File: src/rtl/uart_tx_framer.sv
// rtl/uart_tx_framer.sv - UART transmit framer with one-entry holding buffer
// Frames are start, DATA_WIDTH data bits LSB-first, optional parity, one or two stops.

module uart_tx_framer #(
   parameter int DATA_WIDTH = 8
) (
   input  logic                  clk,
   input  logic                  rst,
   input  logic                  baud_en,
   input  logic [DATA_WIDTH-1:0] data_in,
   input  logic                  data_valid,
   output logic                  data_ready,
   input  logic                  par_en,
   input  logic                  par_odd,
   input  logic                  two_stop,
   output logic                  tx_out,
   output logic                  busy,
   output logic                  frame_done
);

   localparam int CW = $clog2(DATA_WIDTH + 1);
   localparam logic [CW-1:0] LAST_CNT = CW'(DATA_WIDTH);

   typedef enum logic [2:0] {
      S_IDLE, S_START, S_DATA, S_PARITY, S_STOP1, S_STOP2
   } state_t;

   state_t                state_q, state_d;
   logic                  buf_full_q, buf_full_d;
   logic [DATA_WIDTH-1:0] buf_data_q;
   logic                  buf_par_en_q, buf_par_odd_q, buf_two_stop_q;
   logic [DATA_WIDTH:0]   sh_q, sh_d;
   logic [CW-1:0]         cnt_q, cnt_d;
   logic                  par_en_q, par_en_d;
   logic                  two_stop_q, two_stop_d;
   logic                  tx_q, tx_d;
   logic                  done_q, done_d;
   logic                  hs, frame_end, load, par_bit;

   assign hs        = data_valid && !buf_full_q;
   assign frame_end = baud_en && ((state_q == S_STOP1 && !two_stop_q) || state_q == S_STOP2);
   assign load      = baud_en && buf_full_q && (state_q == S_IDLE || frame_end);
   assign par_bit   = buf_par_odd_q ? ~^buf_data_q : ^buf_data_q;

   // A drain needs a full buffer and a write needs an empty one, so they never collide.
   always_comb begin
      buf_full_d = buf_full_q;
      if (load)
         buf_full_d = 1'b0;
      else if (hs)
         buf_full_d = 1'b1;
   end

   always_ff @(posedge clk) begin
      if (rst) begin
         buf_full_q <= 1'b0;
      end else begin
         buf_full_q <= buf_full_d;
         if (hs) begin
            buf_data_q     <= data_in;
            buf_par_en_q   <= par_en;
            buf_par_odd_q  <= par_odd;
            buf_two_stop_q <= two_stop;
         end
      end
   end

   always_ff @(posedge clk) begin
      if (rst) begin
         state_q    <= S_IDLE;
         sh_q       <= '1;
         cnt_q      <= '0;
         par_en_q   <= 1'b0;
         two_stop_q <= 1'b0;
         tx_q       <= 1'b1;
         done_q     <= 1'b0;
      end else begin
         state_q    <= state_d;
         sh_q       <= sh_d;
         cnt_q      <= cnt_d;
         par_en_q   <= par_en_d;
         two_stop_q <= two_stop_d;
         tx_q       <= tx_d;
         done_q     <= done_d;
      end
   end

   always_comb begin
      state_d = state_q;
      if (baud_en) begin
         case (state_q)
            S_IDLE:   if (buf_full_q) state_d = S_START;
            S_START:  state_d = S_DATA;
            S_DATA:   if (cnt_q == LAST_CNT) state_d = par_en_q ? S_PARITY : S_STOP1;
            S_PARITY: state_d = S_STOP1;
            S_STOP1:  state_d = two_stop_q ? S_STOP2 : (buf_full_q ? S_START : S_IDLE);
            S_STOP2:  state_d = buf_full_q ? S_START : S_IDLE;
            default:  state_d = S_IDLE;
         endcase
      end
   end

   // The shift register holds {parity, data}; after DATA_WIDTH shifts the parity sits in bit 0.
   always_comb begin
      sh_d       = sh_q;
      cnt_d      = cnt_q;
      par_en_d   = par_en_q;
      two_stop_d = two_stop_q;
      tx_d       = tx_q;
      done_d     = frame_end;
      if (load) begin
         sh_d       = {par_bit, buf_data_q};
         cnt_d      = '0;
         par_en_d   = buf_par_en_q;
         two_stop_d = buf_two_stop_q;
         tx_d       = 1'b0;
      end else if (baud_en) begin
         case (state_q)
            S_START: begin
               tx_d  = sh_q[0];
               sh_d  = {1'b1, sh_q[DATA_WIDTH:1]};
               cnt_d = CW'(1);
            end
            S_DATA: begin
               if (cnt_q != LAST_CNT) begin
                  tx_d  = sh_q[0];
                  sh_d  = {1'b1, sh_q[DATA_WIDTH:1]};
                  cnt_d = cnt_q + CW'(1);
               end else begin
                  tx_d = par_en_q ? sh_q[0] : 1'b1;
               end
            end
            default: tx_d = 1'b1;
         endcase
      end
   end

   assign data_ready = !buf_full_q;
   assign tx_out     = tx_q;
   assign busy       = (state_q != S_IDLE);
   assign frame_done = done_q;

endmodule

File: config.mk
export PLATFORM = sky130hd
export DESIGN_NAME = uart_tx_framer
export DESIGN_NICKNAME = d
export VERILOG_FILES = /design/src/rtl/uart_tx_framer.sv
export SDC_FILE = /design/constraint.sdc
export NUM_CORES = 1
export LEC_CHECK = 0
export BUFFER_PORTS_ARGS = -buffer_cell sky130_fd_sc_hd__buf_4
export CORE_MARGIN = 10
export CORE_UTILIZATION = 25
export DETAILED_ROUTE_END_ITERATION = 8
export GPL_ROUTABILITY_DRIVEN = 0
export SYNTH_ARGS = -nofsm -noshare
export SYNTH_HDL_FRONTEND = slang
export SYNTH_SLANG_ARGS = --single-unit
File: constraint.sdc
create_clock -name clk -period 2 [get_ports clk]
set_input_delay 0.3 -clock clk [delete_from_list [all_inputs] [get_ports clk]]
set_output_delay 0.3 -clock clk [all_outputs]
set_load 0.005 [all_outputs]
After elaboration in Yosys (flattened, before gate mapping)
Index checks and enable logic that the tools add are counted.

Register bits after elaboration: 32. Word-level logic and storage cells: 64. Output and inout port bits: 4. Input bits: 15.

Multiplexer cells: 18. Equal/unequal tests: 11. Bitwise gates (word level): 1. Reduce and logical (&&, ||, !) cells: 21. $add $sub $neg: 1.

Operators by type and width (number): two-way mux 9 bit (3); one-hot mux 3 bit (6 select lines) (1); one-hot mux 9 bit (2 select lines) (1); two-way mux 3 bit (4); AND reduction 3 bit (3); one-hot mux 4 bit (2 select lines) (1); XNOR reduction 8 bit (1); parity 8 bit (1); == test 3 x 2 -> 1 bit (second input constant) (2); == test 3 bit (second input constant) (2); two-way mux 1 bit (6); != test 2 bit (second input constant) (3); nonzero test 3 bit (2); logical AND 1 bit (5); adder 4 x 1 -> 4 bit (second input constant) (1); == test 4 bit (second input constant) (1); two-way mux 4 bit (1); != test 4 bit (second input constant) (1); nonzero test 2 bit (2); == test 3 x 1 -> 1 bit (second input constant) (1); logical NOT 3 bit (1); != test 3 bit (second input constant) (1); logical NOT 1 bit (2); logical OR 1 bit (2); other kinds (4) (4).

Depth between registers and ports, before layout
Gate-level depths: netlist (run 1).

Word-level depth: 8. Gate-level depth with buffers: 8. Mapped depth without buffers: 7.

Worst setup path before layout (run 1)
No wires, ideal clock.

Path type: input to register. From: in rst. To: reg buf_data_q[0] (enable). Data arrival time: 1.566 ns. Library setup time: 0.396 ns. Cell stages on the path: 3. Path slack: 0.038 ns. Cells stage by stage: clkbuf_1 > clkbuf_1 > nor3b_1.

Cells in the longest elaborated chain, start to end: 2.

RTL lines: from (decl) (line 8) `input logic rst,`; NOT 1 bit (no source line); AND reduction 2 bit (no source line); to (signal assigned) (line 60) `buf_data_q <= data_in;`; to (decl) (line 30) `logic [DATA_WIDTH-1:0] buf_data_q;`.

Every way passes these cells. A chain may end at the register's enable or synchronous reset.

Final worst setup path (run 1)
From: reg cnt_q[0]. To: reg sh_q[8].

Cells in the longest elaborated chain, start to end: 3.

RTL lines: from (decl) (line 33) `logic [CW-1:0] cnt_q, cnt_d;`; from (signal assigned) (line 80) `cnt_q <= cnt_d;`; != test 4 bit (line 125) `if (cnt_q != LAST_CNT) begin`; != test 3 bit (no source line); AND reduction 3 bit (no source line); to (signal assigned) (line 71) `sh_q <= '1;`; to (signal assigned) (line 79) `sh_q <= sh_d;`; to (decl) (line 32) `logic [DATA_WIDTH:0] sh_q, sh_d;`.

Every way passes these cells.

==> qor.yml, run 1 <==
synth_top_family_by_area: "compound AO/OA/AOI/OAI gates"
antenna_found_initial: 0
min_to: "buf_data_q[5]"
hpwl_mm: 2.08
grt_pass1_wl_mm: 5.19
maxCapViolCount: 0
wire_per_inst_um: 12.8
post-cts-setup-buffers: 0
startpoint: "cnt_q[0]"
cts.path.max_buffers: 2
cp.required_ns: 2.19
synth_ff_type: "dfxtp_1"
syn_inst: 132
finClkSkew_ns: 0.00614
outcome: "finished, final reports clean"
max_freq_ghz: 0.560
tightest_slew_ns: 0.305
initial_utilization: 0.263
hp-start: "data_in[5]"
r2r_cells: 8
r2r_end: "sh_q[8]"
pin_count: 19
rows: 27
fp.dieH_um: 96.8
nNetsFinal: 174
drtAntennaViolNets: 0
path_clk_slew_ns: 0.07
drc: 0
syn_nets: 149
synth-xor-area-share: 0.0509
drive_above_1_share: 0.241
seq_area_um2: 751
grt-ovfl-total: 0
yosys.area_share.simple: 0.149
cp_max_fo: 15
p_total_uw: 1520
clock_tree.root_cell: "clkbuf_8"
setup_viol: 0
relSlewSlack: 0.794
die_w_um: 96.8
drv_slew: 0
synth_seq_area_share: 0.509
synth-compound-area-share: 0.205
synth_mux_area_frac: 0.0204
async_flop_share: 0
cts_sinks: 32
multi_input_area_um2: 652
drt_iter0_drc: 66
diodes: 0
period_needed_ns: 1.79
clk_latency_ns: 0.29
cts_buffers: 5
hold_viol_final: 0
hold_buffers: 0
nFillCells: 597
ys_types: 40
h-tree-depth: 2
cp-end-kind: "flop"
rsz0062_at_grt: "false"
wl_mm: 2.95
drt-pass1-iter-count: 4
synth_area_per_cell_um2: 11.2
ctsResizeCount: 0
period_share: 0.893
core_um2: 5610
vias: 1038
vdd_ir_drop_max_mv: 0.436
power_leakage_uw: 0.000690
dieArea_um2: 9370
hold_depth: 1
grt_max_degree: 19
crit-reg2reg-launch: "cnt_q[0]"
start_kind: "flop"
synth_edf_count: 11
critPathKind: "flop to flop"
avgViaCountPerCell: 4.51
grt_pass1_vias: 1139
areaGrowthSynthToFinish_pct: 22.3
cts_tree: "yes"
synth-seq-cells: 32
netlist_area_um2: 1470
yosys_warnings: 0
tns_ns: 0
cp.arrival_ns: 1.97
synthAdderAreaFrac: 0.0170
hp-class: "input port to flop"
reg2reg_slack_ns: 0.21
io_buffers: 18
p_per_area_nw_per_um2: 843
grt_use_total: 0.0667
-- synthesized netlist by cell type (3+ instances only) --
library cell | n | area [µm²]
dfxtp_1 | 21 | 420
nand2b_1 | 6 | 37.5
nor3b_1 | 3 | 22.5
a21o_1 | 10 | 75.1
nor2_1 | 6 | 22.5
mux2i_1 | 3 | 30.0
a221o_1 | 8 | 80.1
nand2_1 | 6 | 22.5
a21oi_1 | 8 | 40.0
edfxtp_1 | 11 | 330
o21ai_0 | 6 | 30.0
xnor2_1 | 4 | 35.0
inv_1 | 6 | 22.5
-- critical path, cell delays in order (launching register included) --
cell and delay (ns):
dfxtp_1 0.36, inv_1 0.08, ha_1 0.14, nand3b_1 0.13, a21boi_1 0.21, nor3_2 0.05
buf_4 0.19, or3_1 0.35, a21o_1 0.17
-- layout by cell type, fill, tap and decap left out, types with 6 or more instances in the layout --
master / count
buf_4: 24
dfxtp_1: 21
edfxtp_1: 11
a21o_1: 10
a221o_1: 8
a21oi_1: 8
inv_1: 6
nand2b_1: 6
nand2_1: 6
o21ai_0: 6
nor2_1: 6
-- per-layer routing --
metal,share of wire,track usage,up-vias
met5,0,0,-
met2,0.43,0.0976,17
li1,-,-,529
met4,0.017,0.0327,0
met1,0.51,0.0790,485
met3,0.040,0.0326,7
-- flip-flops by register name, indices dropped and copies added, names as in the netlist, 3 cells and up --
register    count
sh_q            9
cnt_q           4
buf_data_q      8
state_q         3
-- worst max-delay path by stage --
stage                    endpoint  slack (ns)
global placement         cnt_q[2]        0.29
global route              sh_q[8]        0.07
floorplan           buf_data_q[0]        0.04
detailed placement        sh_q[8]        0.24
finish                    sh_q[8]        0.21
CTS                       sh_q[8]        0.21
-- cells by family (layout without fill, tap and decap cells) --
| logic type | Yosys count | after routing |
|---|---|---|
| AND/OR/NAND/NOR | 37 | 37 |
| XOR/XNOR | 7 | 7 |
| multiplexers | 3 | 3 |
| adder cells (fa/ha/maj) | 2 | 2 |
| flip-flops | 32 | 32 |
| buffers and inverters | 12 | 38 |
| AO/OA/AOI/OAI | 39 | 39 |
-- power by group --
| group | total [µW] | internal [µW] | switching, µW | leakage, µW |
|---|---|---|---|---|
| Sequential | 736 | 711 | 25.2 | 0.000274 |
| Combinational | 171 | 94.0 | 77.2 | 0.000361 |
| Clock | 612 | 369 | 242 | 0.0000552 |
| Total | 1520 | 1170 | 345 | 0.000690 |
-- through the flow --
step                       util  hold slack (ns)  setup slack [ns]  cells  cell area [µm²]
after floorplan               -            0.399            0.0385    132             1470
after global placement    0.302            0.436             0.289    222             1700
after detailed placement  0.302            0.439             0.236    222             1700
after CTS                 0.322            0.171             0.213    230             1800
after global routing      0.322            0.163            0.0670    230             1800
final                     0.322            0.183             0.215    230             1800
-- layout make-up --
cell class	instances	share of cell area
sequential	32	0.416
clock buffer	6	0.0402
clock inverter	2	0.0194
inverter	6	0.0125
multi-input combinational	88	0.362
timing repair buffer	24	0.0999
tap	72	0.0500
Power figures use the tool's default switching activity.
==> run 2: changes to the inputs <==
Settings changed: PLACE_DENSITY_LB_ADDON from default to 0.12.
==> run 2 against run 1 <==
Net effect:
- worst setup slack worse by 0.021 ns
- utilization down 0.067 points
- fmax down 1.1%
- final cell count down 0.43%
- largest power group unchanged
- non-clock buffer count down 1
- register-to-register slack worse by 0.02 ns
- critical path depth unchanged
- critical path type unchanged
==> qor.yml, run 2 (synthesis results as in run 1) <==
clk_latency_ns: 0.28  # was 0.29 ns
max_freq_ghz: 0.554  # was 0.560 GHz
drt_iter0_drc: 62  # was 66
nFillCells: 598  # was 597
initial_utilization: 0.263  # unchanged
finClkSkew_ns: 0.00505  # was 0.00614 ns
pin_count: 19  # unchanged
grt_util_met2: 0.0997  # was 0.0976
dieArea_um2: 9370  # unchanged
internal_power_uw: 1170  # about the same
avgViaCountPerCell: 4.62  # was 4.51
p_seq_frac: 0.481  # was 0.485
p_sw_uw: 359  # was 345 µW
use_met1: 0.0866  # was 0.0790
grt_max_degree: 19  # unchanged
h-tree-depth: 2  # unchanged
areaGrowthSynthToFinish_pct: 22.1  # was 22.3%
vias: 1057  # was 1038
drt-pass1-iter-count: 4  # unchanged
grt_busiest_layer: "met2"  # unchanged
p_comb_frac: 0.112  # was 0.113
drive_above_1_share: 0.242  # was 0.241
hold_viol_final: 0  # unchanged
core_um2: 5610  # unchanged
tns_ns: 0  # unchanged
cts_tree: "yes"  # unchanged
dp_cells: 221  # was 222
p_per_area_nw_per_um2: 852  # was 843 nW/µm²
grt_use_total: 0.0691  # was 0.0667
r2r_cells: 8  # unchanged
io_buffers: 18  # unchanged
tightest_slew_ns: 0.328  # was 0.305 ns
critPathKind: "flop to flop"  # unchanged
cp.arrival_ns: 1.98  # was 1.97 ns
cpLargestDelayFamily: "simple AND/OR/NAND/NOR gates"  # unchanged
cp_max_fo: 15  # unchanged
place_area_um2: 1690  # was 1700 µm²
fp.dieH_um: 96.8  # unchanged
outcome: "finished, final reports clean"  # unchanged
hp-class: "input port to flop"  # unchanged
grt_pass1_wl_mm: 5.28  # was 5.19 mm
setup_viol: 0  # unchanged
period_share: 0.903  # was 0.893
hold_depth: 1  # unchanged
cts_buffers: 5  # unchanged
cp-end-kind: "flop"  # unchanged
power_switching_share: 0.234  # was 0.227
diodes: 0  # unchanged
drv_slew: 0  # unchanged
power_leakage_uw: 0.000683  # was 0.000690 µW
rows: 27  # unchanged
clkPwrFrac: 0.407  # was 0.403
grt_pass1_vias: 1046  # was 1139
top_register: "sh_q"  # unchanged
start_kind: "flop"  # unchanged
wire_per_inst_um: 13.6  # was 12.8 µm
grt-ovfl-total: 0  # unchanged
ctsResizeCount: 0  # unchanged
cts_sinks: 32  # unchanged
rsz0062_at_grt: "false"  # unchanged
layout_commonest_cell: "buf_4"  # unchanged
maxCapViolCount: 0  # unchanged
stdcell_count: 229  # was 230
path_clk_slew_ns: 0.07  # about the same
final_cell_area_um2: 1800  # about the same
vdd_ir_drop_max_mv: 0.335  # was 0.436 mV
cp_slowest_cell: "dfxtp_1"  # unchanged
cp.required_ns: 2.18  # was 2.19 ns
antenna_found_initial: 0  # unchanged
crit_chain: "inv_1, ha_1, nand3b_1, a21boi_1, nor3_2, buf_4, or3_1, a21o_1"  # unchanged
reg.largest.list: "sh_q (9), buf_data_q (8), cnt_q (4)"  # unchanged
wl_mm: 3.11  # was 2.95 mm
slowest_delay_ns: 0.35  # was 0.36 ns
drc: 0  # unchanged
hold_buffers: 0  # unchanged
cts.path.max_buffers: 2  # unchanged
use_met3: 0.0234  # was 0.0326
nNetsFinal: 173  # was 174
largest_register_ffs: 9  # unchanged
seq_area_um2: 751  # unchanged
path_depth: 8  # unchanged
post-cts-setup-buffers: 0  # unchanged
hpwl_mm: 2.27  # was 2.08 mm
die_w_um: 96.8  # unchanged
layout_common_cells: "buf_4 (23), dfxtp_1 (21), edfxtp_1 (11)"  # was buf_4 (24), dfxtp_1 (21), edfxtp_1 (11)
path_buf_inv: 2  # unchanged
multi_input_area_um2: 652  # unchanged
drtAntennaViolNets: 0  # unchanged
period_needed_ns: 1.81  # was 1.79 ns
clock_tree.root_cell: "clkbuf_8"  # unchanged
relSlewSlack: 0.779  # was 0.794
[run 2: changes by cell type in the layout (fill, tap and decap cells not counted)]
cell / change
buf_4: -1
clkbuf_1: -1
clkinvlp_4: +1
[run 2: worst paths after layout]
path                   end  slack [ns]      from
max                sh_q[8]        0.19  cnt_q[0]
min          buf_par_odd_q        0.19   par_odd
min reg2reg        sh_q[6]        0.46   sh_q[6]
max reg2reg        sh_q[8]        0.19  cnt_q[0]
[run 2: per-stage QoR]
stage                     utilization  power (µW)  setup slack [ns]  hold WS (ns)
final                           0.321        1530             0.194         0.189
after global routing            0.321        1610            0.0324         0.166
after CTS                       0.321        1560             0.205         0.177
after detailed placement        0.301         926             0.219         0.439
after global placement          0.301         925             0.267         0.435
after floorplan                     -         867            0.0385         0.399
[run 2: metal layers]
layer,vias to the layer above,part of all wire
met4,0,0.022
met2,18,0.45
met1,501,0.50
met3,7,0.028
li1,531,-
met5,-,0
[run 2: final cells by class]
cell class              count  area share
clock buffers               5      0.0382
clock inverters             3      0.0236
inverters                   6      0.0125
multi-input cells          88       0.362
flip-flops and latches     32       0.417
well taps                  72      0.0501
repair buffers             23      0.0960
[run 2: worst reg2reg max path, stage by stage (launching register included)]
cell and delay (ns):
dfxtp_1 0.35, inv_1 0.07, ha_1 0.14, nand3b_1 0.14, a21boi_1 0.22, nor3_2 0.05
buf_4 0.19, or3_1 0.35, a21o_1 0.18
[run 2: power by group through the flow]
stage | logic [µW] | registers (µW) | clock network [µW]
finish | 172 | 737 | 624
global placement | 173 | 751 | 0
floorplan | 123 | 744 | 0
detailed placement | 175 | 752 | 0
CTS | 175 | 737 | 646
global route | 191 | 742 | 676
==> run 3: changes to the inputs <==
Settings changed: CORE_UTILIZATION 25 to 40, PLACE_DENSITY from default to 0.62, PLACE_DENSITY_LB_ADDON 0.12 to default.
==> run 3 against run 2 <==
Net effect:
- worst hold slack better by 0.0017 ns
- first-iteration DRC count is 110% higher
- sequential share of layout area is 0.86 points higher
- critical path depth stayed put
- cell area is 2.0% lower
- routed wire length is 10% lower
- clock power is 5.0% lower
- total power is 2.1% lower
- sequential power hardly changed
- combinational power hardly changed
- critical path type unchanged
- largest cell class unchanged
==> qor.yml, run 3 (synthesis results as in run 1) <==
crit-reg2reg-launch: "cnt_q[0]"  # unchanged
path_clk_slew_ns: 0.06  # was 0.07 ns
avgViaCountPerCell: 5.33  # was 4.62
drc: 0  # unchanged
reg2reg_slack_ns: 0.20  # was 0.19 ns
critPathKind: "flop to flop"  # unchanged
cp-end-kind: "flop"  # unchanged
place_ws_ns: 0.204  # was 0.219 ns
initial_utilization: 0.428  # was 0.263
largest_register_ffs: 9  # unchanged
setup_viol: 0  # unchanged
period_needed_ns: 1.80  # was 1.81 ns
nNetsFinal: 173  # unchanged
core_um2: 3440  # was 5610 µm²
ctsResizeCount: 0  # unchanged
cp.required_ns: 2.18  # about the same
clock_tree.root_cell: "clkbuf_8"  # unchanged
multi_input_area_um2: 652  # unchanged
hp-class: "input port to flop"  # unchanged
holdWs_ns: 0.190  # was 0.189 ns
layout_common_cells: "buf_4 (23), dfxtp_1 (21), edfxtp_1 (11)"  # unchanged
finClkSkew_ns: 0.00555  # was 0.00505 ns
period_share: 0.898  # was 0.903
hold_buffers: 0  # unchanged
wire_per_inst_um: 13.7  # was 13.6 µm
setup_ws_ns: 0.203  # was 0.194 ns
antenna_found_initial: 0  # unchanged
drv_slew: 0  # unchanged
start_kind: "flop"  # unchanged
drt-pass1-iter-count: 4  # unchanged
seq_area_um2: 751  # unchanged
h-tree-depth: 2  # unchanged
clk_latency_ns: 0.28  # about the same
nFillCells: 313  # was 598
r2r_cells: 8  # unchanged
io_buffers: 18  # unchanged
post-cts-setup-buffers: 0  # unchanged
relSlewSlack: 0.799  # was 0.779
outcome: "finished, final reports clean"  # unchanged
max_freq_ghz: 0.557  # was 0.554 GHz
drtAntennaViolNets: 0  # unchanged
pin_count: 19  # unchanged
rows: 21  # was 27
startpoint: "cnt_q[0]"  # unchanged
vias: 1081  # was 1057
grt_pass1_wl_mm: 4.69  # was 5.28 mm
hold_viol_final: 0  # unchanged
tns_ns: 0  # unchanged
cp.arrival_ns: 1.98  # about the same
drive_above_1_share: 0.236  # was 0.242
maxCapViolCount: 0  # unchanged
vdd_ir_drop_max_mv: 0.466  # was 0.335 mV
grt_pass1_vias: 1094  # was 1046
fp.dieH_um: 80.7  # was 96.8 µm
cts_tree: "yes"  # unchanged
drt_iter0_drc: 128  # was 62
wl_mm: 2.79  # was 3.11 mm
layout_commonest_cell: "buf_4"  # unchanged
hpwl_mm: 2.04  # was 2.27 mm
reg.largest.list: "sh_q (9), buf_data_q (8), cnt_q (4)"  # unchanged
cts_buffers: 5  # unchanged
hold_depth: 1  # unchanged
power_leakage_uw: 0.000684  # was 0.000683 µW
cts.path.max_buffers: 2  # unchanged
hp-start: "data_in[7]"  # was par_odd
tightest_slew_ns: 0.298  # was 0.328 ns
cts_sinks: 32  # unchanged
top_register: "sh_q"  # unchanged
rsz0062_at_grt: "false"  # unchanged
die_w_um: 80.7  # was 96.8 µm
areaGrowthSynthToFinish_pct: 19.6  # was 22.1%
dieArea_um2: 6510  # was 9370 µm²
r2r_end: "sh_q[5]"  # was sh_q[8]
grt_max_degree: 19  # unchanged
grt-ovfl-total: 0  # unchanged
grt_use_total: 0.0916  # was 0.0691
diodes: 0  # unchanged
min_to: "buf_data_q[7]"  # was buf_par_odd_q
p_per_area_nw_per_um2: 851  # was 852 nW/µm²
cp_max_fo: 15  # unchanged
## run 3: changes by cell type in the layout (fill, tap and decap cells not counted), sizes merged
cell / before / now
clkinvlp: 1 / 0
clkbuf: 5 / 6
## run 3: through the flow
stage,power (µW),instances,util,area (µm²)
floorplan,867,132,-,1470
global placement,917,195,0.481,1660
detailed placement,923,195,0.481,1660
CTS,1520,203,0.512,1760
global route,1570,203,0.512,1760
finish,1500,203,0.512,1760
## run 3: per-layer routing
layer	wire length [µm]	GRT usage
met1	1080	0.0929
met2	1390	0.150
met3	260	0.0468
met4	53	0.0519
met5	0	0
## run 3: worst max-delay path by stage
stage / to / slack (ns) / cells past startpoint
floorplan: buf_data_q[0] / 0.04 / 3
global placement: sh_q[8] / 0.28 / 8
detailed placement: sh_q[5] / 0.20 / 8
CTS: sh_q[5] / 0.19 / 8
global route: sh_q[8] / 0.08 / 8
finish: sh_q[5] / 0.20 / 8
## run 3: final cells by class
| class | instances | share of cell area |
|---|---|---|
| tap | 46 | 0.0326 |
| multi-input combinational | 88 | 0.370 |
| timing repair buffer | 23 | 0.0979 |
| inverter | 6 | 0.0128 |
| clock inverter | 2 | 0.0199 |
| clock buffer | 6 | 0.0412 |
| sequential | 32 | 0.426 |
## run 3: critical path, cell delays in order, from the launching register on
cell	delay (ns)
dfxtp_1	0.36
inv_1	0.07
ha_1	0.14
nand3b_1	0.14
a21boi_1	0.23
nor3_2	0.05
buf_4	0.19
a221o_1	0.37
a21o_1	0.16
## run 3: where the power goes
group	internal [µW]	switching [µW]
clock network	369	224
logic	93.9	75.5
registers	712	26.2
